==> src/rtl/stepper_pkg.sv <==
// stepper_pkg
// Shared types and constants for the stepper phase generator slice:
//   PERIOD_W / IDX_W widths, the coil excitation table, the FSM state type
//   and the per-tick index step size helper.
package stepper_pkg;

    localparam int unsigned PERIOD_W = 21;
    localparam int unsigned IDX_W    = 3;

    // Coil patterns {A,B,C,D}, entry 0 in the least significant nibble.
    // Odd entries energise two coils (full-step), all eight form half-step.
    localparam logic [7:0][3:0] PHASE_TABLE = {
        4'b1001, 4'b0001, 4'b0011, 4'b0010,
        4'b0110, 4'b0100, 4'b1100, 4'b1000
    };

    typedef enum logic {
        IDLE = 1'b0,
        RUN  = 1'b1
    } state_e;

    // Full-step from an odd index jumps two entries; an even index left over
    // from half-step moves one entry so full-step realigns to odd.
    function automatic logic [IDX_W-1:0] step_size(input logic [IDX_W-1:0] idx,
                                                   input logic             full);
        return (full && idx[0]) ? IDX_W'(2) : IDX_W'(1);
    endfunction

endpackage

==> src/rtl/stepper_phase_gen_if.sv <==
// stepper_phase_gen_if
// Bundles the speed-controller inputs and motor-driver outputs of the
// stepper phase generator.
//   master: drives en/dir/step/count_to, observes coils/step_tick/running
//   slave : the phase generator itself
// position is present only when STEPPER_POS_COUNT_EN is defined.
interface stepper_phase_gen_if;

    logic                              en;
    logic                              dir;
    logic                              step;
    logic [stepper_pkg::PERIOD_W-1:0]  count_to;
    logic [3:0]                        coils;
    logic                              step_tick;
    logic                              running;
`ifdef STEPPER_POS_COUNT_EN
    logic signed [31:0]                position;
`endif

    modport master (
        output en, dir, step, count_to,
        input  coils, step_tick, running
`ifdef STEPPER_POS_COUNT_EN
        , input position
`endif
    );

    modport slave (
        input  en, dir, step, count_to,
        output coils, step_tick, running
`ifdef STEPPER_POS_COUNT_EN
        , output position
`endif
    );

endinterface

==> src/rtl/step_period_timer.sv <==
// step_period_timer
// Divides clk down to step ticks. The period register is loaded on run
// entry (load) and on every tick, so a count_to change lands on the next
// period. count_to == 0 is treated as 1 (tick every cycle).
//   clk, rst  : clock, synchronous active-low reset
//   load      : IDLE->RUN entry edge, captures count_to
//   run       : counter enabled; low clears the counter
//   count_to  : period in clk cycles
//   tick      : one-cycle pulse when the period elapses
module step_period_timer
    import stepper_pkg::*;
(
    input  logic                clk,
    input  logic                rst,
    input  logic                load,
    input  logic                run,
    input  logic [PERIOD_W-1:0] count_to,
    output logic                tick
);

    logic [PERIOD_W-1:0] period_q, period_d;
    logic [PERIOD_W-1:0] cnt_q, cnt_d;
    logic [PERIOD_W-1:0] period_eff;

    assign period_eff = (count_to == '0) ? PERIOD_W'(1) : count_to;
    assign tick       = run && (cnt_q == period_q - PERIOD_W'(1));

    always_comb begin
        cnt_d    = cnt_q + PERIOD_W'(1);
        period_d = period_q;
        if (!run || tick) begin
            cnt_d = '0;
        end
        if (load || tick) begin
            period_d = period_eff;
        end
    end

    always_ff @(posedge clk) begin
        if (!rst) begin
            cnt_q    <= '0;
            period_q <= '0;
        end else begin
            cnt_q    <= cnt_d;
            period_q <= period_d;
        end
    end

endmodule

==> src/rtl/stepper_phase_gen.sv <==
// stepper_phase_gen
// Walks four coil outputs through the full- or half-step excitation
// sequence at the rate set by count_to, in the direction given by dir.
//   clk, rst    : clock, synchronous active-low reset
//   bus (slave) : en, dir, step (1=full), count_to in;
//                 coils, step_tick, running (, position) out
//   HOLD_TORQUE : 1 keeps the last pattern energised while idle, 0 releases
// Optional: STEPPER_POS_COUNT_EN adds a signed 32-bit half-step position.
module stepper_phase_gen
    import stepper_pkg::*;
#(
    parameter bit HOLD_TORQUE = 1'b1
) (
    input  logic                clk,
    input  logic                rst,
    stepper_phase_gen_if.slave  bus
);

    state_e             state_q, state_d;
    logic [IDX_W-1:0]   idx_q, idx_d;
    logic [IDX_W-1:0]   stride;
    logic [3:0]         coils_q, coils_d;
    logic               load, run, tick;

    // Gating run with en stops the tick on the edge that leaves RUN.
    assign load = (state_q == IDLE) && bus.en;
    assign run  = (state_q == RUN)  && bus.en;

    step_period_timer u_timer (
        .clk      (clk),
        .rst      (rst),
        .load     (load),
        .run      (run),
        .count_to (bus.count_to),
        .tick     (tick)
    );

    assign stride = step_size(idx_q, bus.step);

    always_comb begin
        state_d = state_q;
        case (state_q)
            IDLE:    if (bus.en)  state_d = RUN;
            RUN:     if (!bus.en) state_d = IDLE;
            default: state_d = IDLE;
        endcase
    end

    always_comb begin
        idx_d = idx_q;
        if (tick) begin
            idx_d = bus.dir ? idx_q + stride : idx_q - stride;
        end
        // Looking at state_d makes the coils release on the same edge
        // that leaves RUN and energise on the edge that enters it.
        coils_d = '0;
        if (state_d == RUN || HOLD_TORQUE) begin
            coils_d = PHASE_TABLE[idx_q];
        end
    end

    always_ff @(posedge clk) begin
        if (!rst) begin
            state_q <= IDLE;
            idx_q   <= IDX_W'(1);
            coils_q <= '0;
        end else begin
            state_q <= state_d;
            idx_q   <= idx_d;
            coils_q <= coils_d;
        end
    end

    assign bus.coils     = coils_q;
    assign bus.step_tick = tick;
    assign bus.running   = (state_q == RUN);

`ifdef STEPPER_POS_COUNT_EN
    logic signed [31:0] pos_q, pos_d;
    logic signed [31:0] pos_delta;

    assign pos_delta = 32'(stride);

    always_comb begin
        pos_d = pos_q;
        if (tick) begin
            pos_d = bus.dir ? pos_q + pos_delta : pos_q - pos_delta;
        end
    end

    always_ff @(posedge clk) begin
        if (!rst) begin
            pos_q <= '0;
        end else begin
            pos_q <= pos_d;
        end
    end

    assign bus.position = pos_q;
`endif

endmodule

==> src/flat_wrapper.sv <==
// flat-port wrapper written by rule: the top's interface ports become plain ports
module stepper_phase_gen_flat import stepper_pkg::*;
#(
    parameter bit HOLD_TORQUE = 1'b1
)
  (clk, rst, bus_en, bus_dir, bus_step, bus_count_to, bus_coils, bus_step_tick, bus_running);
  stepper_phase_gen_if bus_i ();
  input  logic clk;
  input  logic rst;
  input wire logic [$bits(bus_i.en)-1:0] bus_en;
  input wire logic [$bits(bus_i.dir)-1:0] bus_dir;
  input wire logic [$bits(bus_i.step)-1:0] bus_step;
  input wire logic [$bits(bus_i.count_to)-1:0] bus_count_to;
  output wire logic [$bits(bus_i.coils)-1:0] bus_coils;
  output wire logic [$bits(bus_i.step_tick)-1:0] bus_step_tick;
  output wire logic [$bits(bus_i.running)-1:0] bus_running;
  assign bus_i.en = bus_en;
  assign bus_i.dir = bus_dir;
  assign bus_i.step = bus_step;
  assign bus_i.count_to = bus_count_to;
  assign bus_coils = bus_i.coils;
  assign bus_step_tick = bus_i.step_tick;
  assign bus_running = bus_i.running;
  stepper_phase_gen #(.HOLD_TORQUE(HOLD_TORQUE)) u_core (.clk(clk), .rst(rst), .bus(bus_i));
endmodule
==> config.mk <==
export PLATFORM = sky130hd
export DESIGN_NAME = stepper_phase_gen_flat
export DESIGN_NICKNAME = d
export VERILOG_FILES = /design/src/rtl/stepper_pkg.sv /design/src/rtl/stepper_phase_gen_if.sv /design/src/rtl/step_period_timer.sv /design/src/rtl/stepper_phase_gen.sv /design/src/flat_wrapper.sv
export SDC_FILE = /design/constraint.sdc
export NUM_CORES = 1
export LEC_CHECK = 0
export CAP_MARGIN = 10
export CELL_PAD_IN_SITES_DETAIL_PLACEMENT = 0
export CELL_PAD_IN_SITES_GLOBAL_PLACEMENT = 1
export CORE_AREA = 5 5 94 96
export CTS_CLUSTER_DIAMETER = 120
export DETAILED_ROUTE_END_ITERATION = 12
export DIE_AREA = 0 0 99 101
export GPL_ROUTABILITY_DRIVEN = 0
export MAX_ROUTING_LAYER = met4
export PLACE_DENSITY_LB_ADDON = 0.2
export SKIP_LAST_GASP = 1
export SLEW_MARGIN = 15
export SYNTH_ARGS = -nofsm -noshare
export SYNTH_HDL_FRONTEND = slang
export SYNTH_SLANG_ARGS = --single-unit
==> constraint.sdc <==
create_clock -name clk -period 3.75 [get_ports clk]
set_clock_uncertainty 0.05 [all_clocks]
set_input_delay 0.75 -clock clk [delete_from_list [all_inputs] [get_ports clk]]
set_output_delay 0.75 -clock clk [all_outputs]
set_load 0.01 [all_outputs]
# Yosys cells after proc, flatten, opt, wreduce, memory -nomap -nowiden
# Memory sizes are Yosys's and may differ from the RTL's. A register that Yosys moved wholly into a read port is not among the register bits.
# Cells that the tools add are included.
# W data, S select, Z words.
[totals] register_bits=46 inputBits=26 mem_bits_ro=32 n_memories=1
[memory_table] memory="(no name shown)" words=8 width=4 read_ports=1 rd_ports_with_merged_regs=1 wr=0 line="stepper_phase_gen.sv:58" text="coils_d = PHASE_TABLE[idx_q];"
[classes] bitwise=2 mux=4 reduce_logical=10 n_eq_ne=1 add_sub_neg=4
[ops] op="$add A21 B1 Y21 const B" n=1
[ops] op="$eq A21 B21 Y1" n=1
[ops] op="$logic_not A21 Y1" n=1
[ops] op="$mux W21" n=1
[ops] op="$sub A21 B1 Y21 const B" n=1
[ops] op="$logic_and A1 B1 Y1" n=4
[ops] op="$add A3 B3 Y3" n=1
[ops] op="$mux W3" n=1
[ops] op="$sub A3 B3 Y3" n=1
[ops] op="$logic_not A1 Y1" n=2
[ops] op="$logic_or A1 B1 Y1" n=2
[ops] op="$mux W2" n=1
[ops] op="$not A1 Y1" n=2
[ops] op="$reduce_or A2 Y1" n=1
[ops] op="$mux W1" n=1

# Longest topological paths before layout
[logic_depth] ltp_word=5 mapped_depth=10 ltp_nobuf=9

# Modules after synthesis
# Synthesis repeated with hierarchy kept, for this count alone.
[hier_totals] cells_unflattened=336 hier_area_um2=2802.7
[by_module_without_submodules] module="step_period_timer" area_per_inst_um2=2472.4 seq_area_each_um2=840.8 cells_per_inst=302 instances=1
[by_module_without_submodules] module="stepper_phase_gen" area_per_inst_um2=330.3 seq_area_each_um2=160.2 cells_per_inst=34 instances=1

# Worst setup path before layout
# OpenSTA, ideal clock, no wires.
[synth_path] kind="flip-flop to output port" from="register u_core.u_timer.period_q[0]" to="output bus_step_tick" arrival_time_ns=2.235 path_buffers=0 slack_ns=0.715 stages_incl_launch_ff=9 path_cell_list="dfxtp_1 inv_1 ha_1 nor3b_2 o211ai_1 a2111o_1 nor4_1 nand4_1 nor3_1"
[synth_between] elab_chain_cells=3
[synth_rtl] item="from (decl)" line="step_period_timer.sv:21" text="logic [PERIOD_W-1:0] period_q, period_d;"
[synth_rtl] item="from (signal assigned)" line="step_period_timer.sv:45" text="period_q <= period_d;"
[synth_rtl] item="$sub A21 B1 Y21" line="step_period_timer.sv:26" text="assign tick = run && (cnt_q == period_q - PERIOD_W'(1));"
[synth_rtl] item="$eq A21 B21 Y1" line="step_period_timer.sv:26"
[synth_rtl] item="$logic_and A1 B1 Y1" line="step_period_timer.sv:26"
[synth_rtl] item="to (decl)" line="flat_wrapper.sv:15" text="output wire logic [$bits(bus_i.step_tick)-1:0] bus_step_tick;"
# Every way passes these cells.

# Worst setup path after layout
# Same ends and word-level chain as after synthesis.

==> flow_metrics.env <==
export IMPL_cts_root_buf="clkbuf_8"
export IMPL_timing_fmax_mhz=283.6
export IMPL_cts_hold_fix_buffers=0
export IMPL_min_path_type="reg2reg"
export IMPL_layout_drive_gt1_share_pct=11.47
export IMPL_use_met2_pct=27.27
export IMPL_post_route_period_util_pct=94.01
export IMPL_worstPathMaxFanout=7
export IMPL_ys_warn_count=0
export IMPL_synth_edf_count=0
export IMPL_design_core_area_sq_um=7969
export IMPL_outcome="finished, final reports clean"
export IMPL_viasPerCell=5.198
export IMPL_max_cap_violations=0
export IMPL_route_detailed_drc=0
export IMPL_numCtsBuffers=5
export IMPL_synth_top_family_by_area="simple AND/OR/NAND/NOR gates"
export IMPL_power_density_nw_per_um2=337.4
export IMPL_drtIter0Drc=142
export IMPL_critPathTopFamily="simple AND/OR/NAND/NOR gates"
export IMPL_globalRoute_busiestLayer="met2"
export IMPL_setup_viol=0
export IMPL_cts_sinks=50
export IMPL_grt_overflow_total=0
export IMPL_place_hpwl_microns=5792
export IMPL_placed_cells=497
export IMPL_synth_xor_area_share_pct=12.77
export IMPL_die_h_microns=101
export IMPL_crit_buf_inv=3
export IMPL_synthArstFlopShare_pct=0
export IMPL_drtPass1Iterations=4
export IMPL_grt_pass1_vias=2707
export IMPL_grt_use_total_pct=16.64
export IMPL_synth_seq_cells=50
export IMPL_start_util_pct=38.73
export IMPL_met1_usage_pct=21.28
export IMPL_clock_latency_ns=0.31
export IMPL_antenna_found_initial=0
export IMPL_syn_to_final_growth_pct=19.42
export IMPL_drtAntennaViolNets=0
export IMPL_p_leak_uw=0.001351
export IMPL_fin_nets=430
export IMPL_cp_start_kind="register"
export IMPL_grt_max_degree=28
export IMPL_cp_arrival_ns=2.73
export IMPL_maxSlewHeadroom_pct=51.40
export IMPL_timing_setup_tns_ns=0
export IMPL_clock_path_buffers=2
export IMPL_critPathSlowestCell="dfxtp_2"
export IMPL_peakVddDrop_mv=0.1552
export IMPL_syn_avg_cell_area_sq_um=8.388
export IMPL_cts_max_level=2
export IMPL_final_cells=506
export IMPL_yosys_area_share_simple_pct=29.55
export IMPL_cts_tree="done"
export IMPL_io_pins=32
export IMPL_io_buffers=31
export IMPL_required_ns=2.95
export IMPL_synthAdderAreaFrac_pct=1.865
export IMPL_crit_type="reg2out"
export IMPL_min_period_ns=3.526
export IMPL_dieArea_sq_um=9999
export IMPL_maxSlewViolCount=0
export IMPL_ys_flop_type="dfxtp_1"
export IMPL_yosysSeqAreaShare_pct=32.43
export IMPL_grt_pass1_wl_microns=13050
export IMPL_dieWidth_microns=99
export IMPL_rows=33
export IMPL_use_met3_pct=2.284
export IMPL_hold_viol=0
export IMPL_synthDistinctLibCells=53
export IMPL_synth_cell_area_sq_um=3087
export IMPL_synth_compound_area_share_pct=10.34
export IMPL_netlist_instances=368
export IMPL_syn_nets=398
export IMPL_crit_chain="inv_1, ha_2, nor3b_4, buf_4, a2111oi_4, nor3_2, nor4_1, nand4_1, nor3_2, dlygate4sd2_1"
export IMPL_path_common_cell="nor3_2"
export IMPL_antenna_cells=0
export IMPL_critPathCaptureType="primary output"
export IMPL_wirelength_microns=7568
export IMPL_max_stage_delay_ns=0.40
export IMPL_wl_per_cell_microns=14.96
export IMPL_rsz0062_at_grt="no"
export IMPL_synthMuxAreaShare_pct=8.148
export IMPL_tightest_slew_ns=0.7268
export IMPL_vias=2630
export IMPL_path_clk_slew_ns=0.09
[final timing paths]
kind                               from                          end  slack, ns  depth (start not counted)
max          u_core.u_timer.period_q[0]                bus_step_tick       0.22                         10
min                     u_core.idx_q[2]          u_core.bus.coils[2]       0.44                          1
max reg2reg  u_core.u_timer.period_q[0]  u_core.u_timer.period_q[18]       0.66                         12
min reg2reg             u_core.idx_q[2]          u_core.bus.coils[2]       0.44                          1
[placed cells by master (no fill, tap or decap), types with 3 or more instances in the layout]
cell type | synthesis | layout
nor2_1 | 38 | 38
nor4_1 | 11 | 10
buf_4 | 0 | 14
mux2i_1 | 24 | 24
clkbuf_8 | 0 | 5
o22ai_1 | 3 | 3
dfxtp_1 | 50 | 48
a211oi_1 | 3 | 3
nand3_1 | 18 | 18
and2_1 | 3 | 3
nand2_1 | 56 | 56
a21oi_1 | 5 | 5
xor2_1 | 21 | 21
and4_1 | 5 | 5
inv_1 | 10 | 10
o211ai_1 | 3 | 3
xnor2_1 | 24 | 23
nand2b_1 | 4 | 4
nor3_1 | 12 | 11
and3_1 | 7 | 7
clkdlybuf4s50_1 | 0 | 30
nand4_1 | 8 | 8
[state kept, by name (all words and copies together) (netlist names)]
name	count
u_core.bus.coils	4
u_core.idx_q	3
u_core.u_timer.cnt_q	21
u_core.bus.running	1
u_core.u_timer.period_q	21
[cells in the mapped netlist, types with 2 or more instances]
| cell | n | area share (%) |
|---|---|---|
| nand4_1 | 8 | 1.6 |
| inv_1 | 10 | 1.2 |
| ha_1 | 3 | 1.2 |
| a211oi_1 | 3 | 0.73 |
| nor3_1 | 12 | 1.9 |
| and3_1 | 7 | 1.4 |
| dfxtp_1 | 50 | 32 |
| nor2b_1 | 2 | 0.41 |
| o211ai_1 | 3 | 0.73 |
| and2_1 | 3 | 0.61 |
| or3_1 | 2 | 0.41 |
| nand2_1 | 56 | 6.8 |
| buf_2 | 7 | 1.1 |
| and4_1 | 5 | 1.4 |
| nor4_2 | 2 | 0.81 |
| nor4_1 | 11 | 2.2 |
| nor4b_1 | 3 | 0.85 |
| buf_6 | 4 | 1.5 |
| nor2_1 | 38 | 4.6 |
| nand3_1 | 18 | 2.9 |
| a2111oi_4 | 2 | 1.8 |
| nand2b_1 | 4 | 0.81 |
| or4_1 | 4 | 0.97 |
| o22ai_1 | 3 | 0.61 |
| xnor2_1 | 24 | 6.8 |
| xor2_1 | 21 | 6.0 |
| clkbuf_1 | 8 | 0.97 |
| a21o_1 | 2 | 0.49 |
| a21oi_1 | 5 | 0.81 |
| mux2i_1 | 24 | 7.8 |
| a31oi_1 | 2 | 0.41 |
[report_power, final]
| part | switching [uW] | internal [uW] |
|---|---|---|
| combinational | 145 | 139 |
| sequential | 28.8 | 548 |
| clock | 187 | 197 |
[repair_timing]
| action | in CTS | in global routing |
|---|---|---|
| endpoints found under the setup margin | 1 | 1 |
| pin swaps | 0 | 1 |
| buffers inserted | 0 | 1 |
| cloned | 0 | 0 |
| resized for setup | 6 | 7 |
[area by class of cell]
class                   count  area, sq um
fillers                   799         4283
well taps                 105        131.4
inverters                  10        37.54
flip-flops and latches     50         1003
repair buffers             45        414.1
multi-input cells         288         1991
clock buffers               5        68.82
clock inverters             3        40.04
[per-stage QoR]
stage	worst slack, ns	utilization [%]	total power, uW	area, sq um	hold WS [ns]
after floorplan	0.7148	-	763.2	3087	0.3882
after global placement	0.1767	44.07	854.9	3512	0.4297
after detailed placement	0.1247	44.07	855.4	3512	0.4223
after CTS	0.1151	45.72	1248	3643	0.4403
after global routing	0.0006626	46.26	1309	3686	0.4723
final	0.2245	46.26	1244	3686	0.4372
[cells by family after synthesis]
family                     Yosys count
and+or+nand+nor                    180
DFF                                 50
xor gates and xnor gates            45
AOI/OAI and AO/OA                   34
buffers and inverters               30
muxes                               25
adders and majority gates            4
[layer usage]
metal,up-vias,part of all wire (%),wire length (microns)
met5,-,0,0
met4,0,1.8,136
met3,12,2.5,190
met2,44,46,3514
met1,1216,49,3726
li1,1358,-,-
Power figures use the tool's default switching activity.
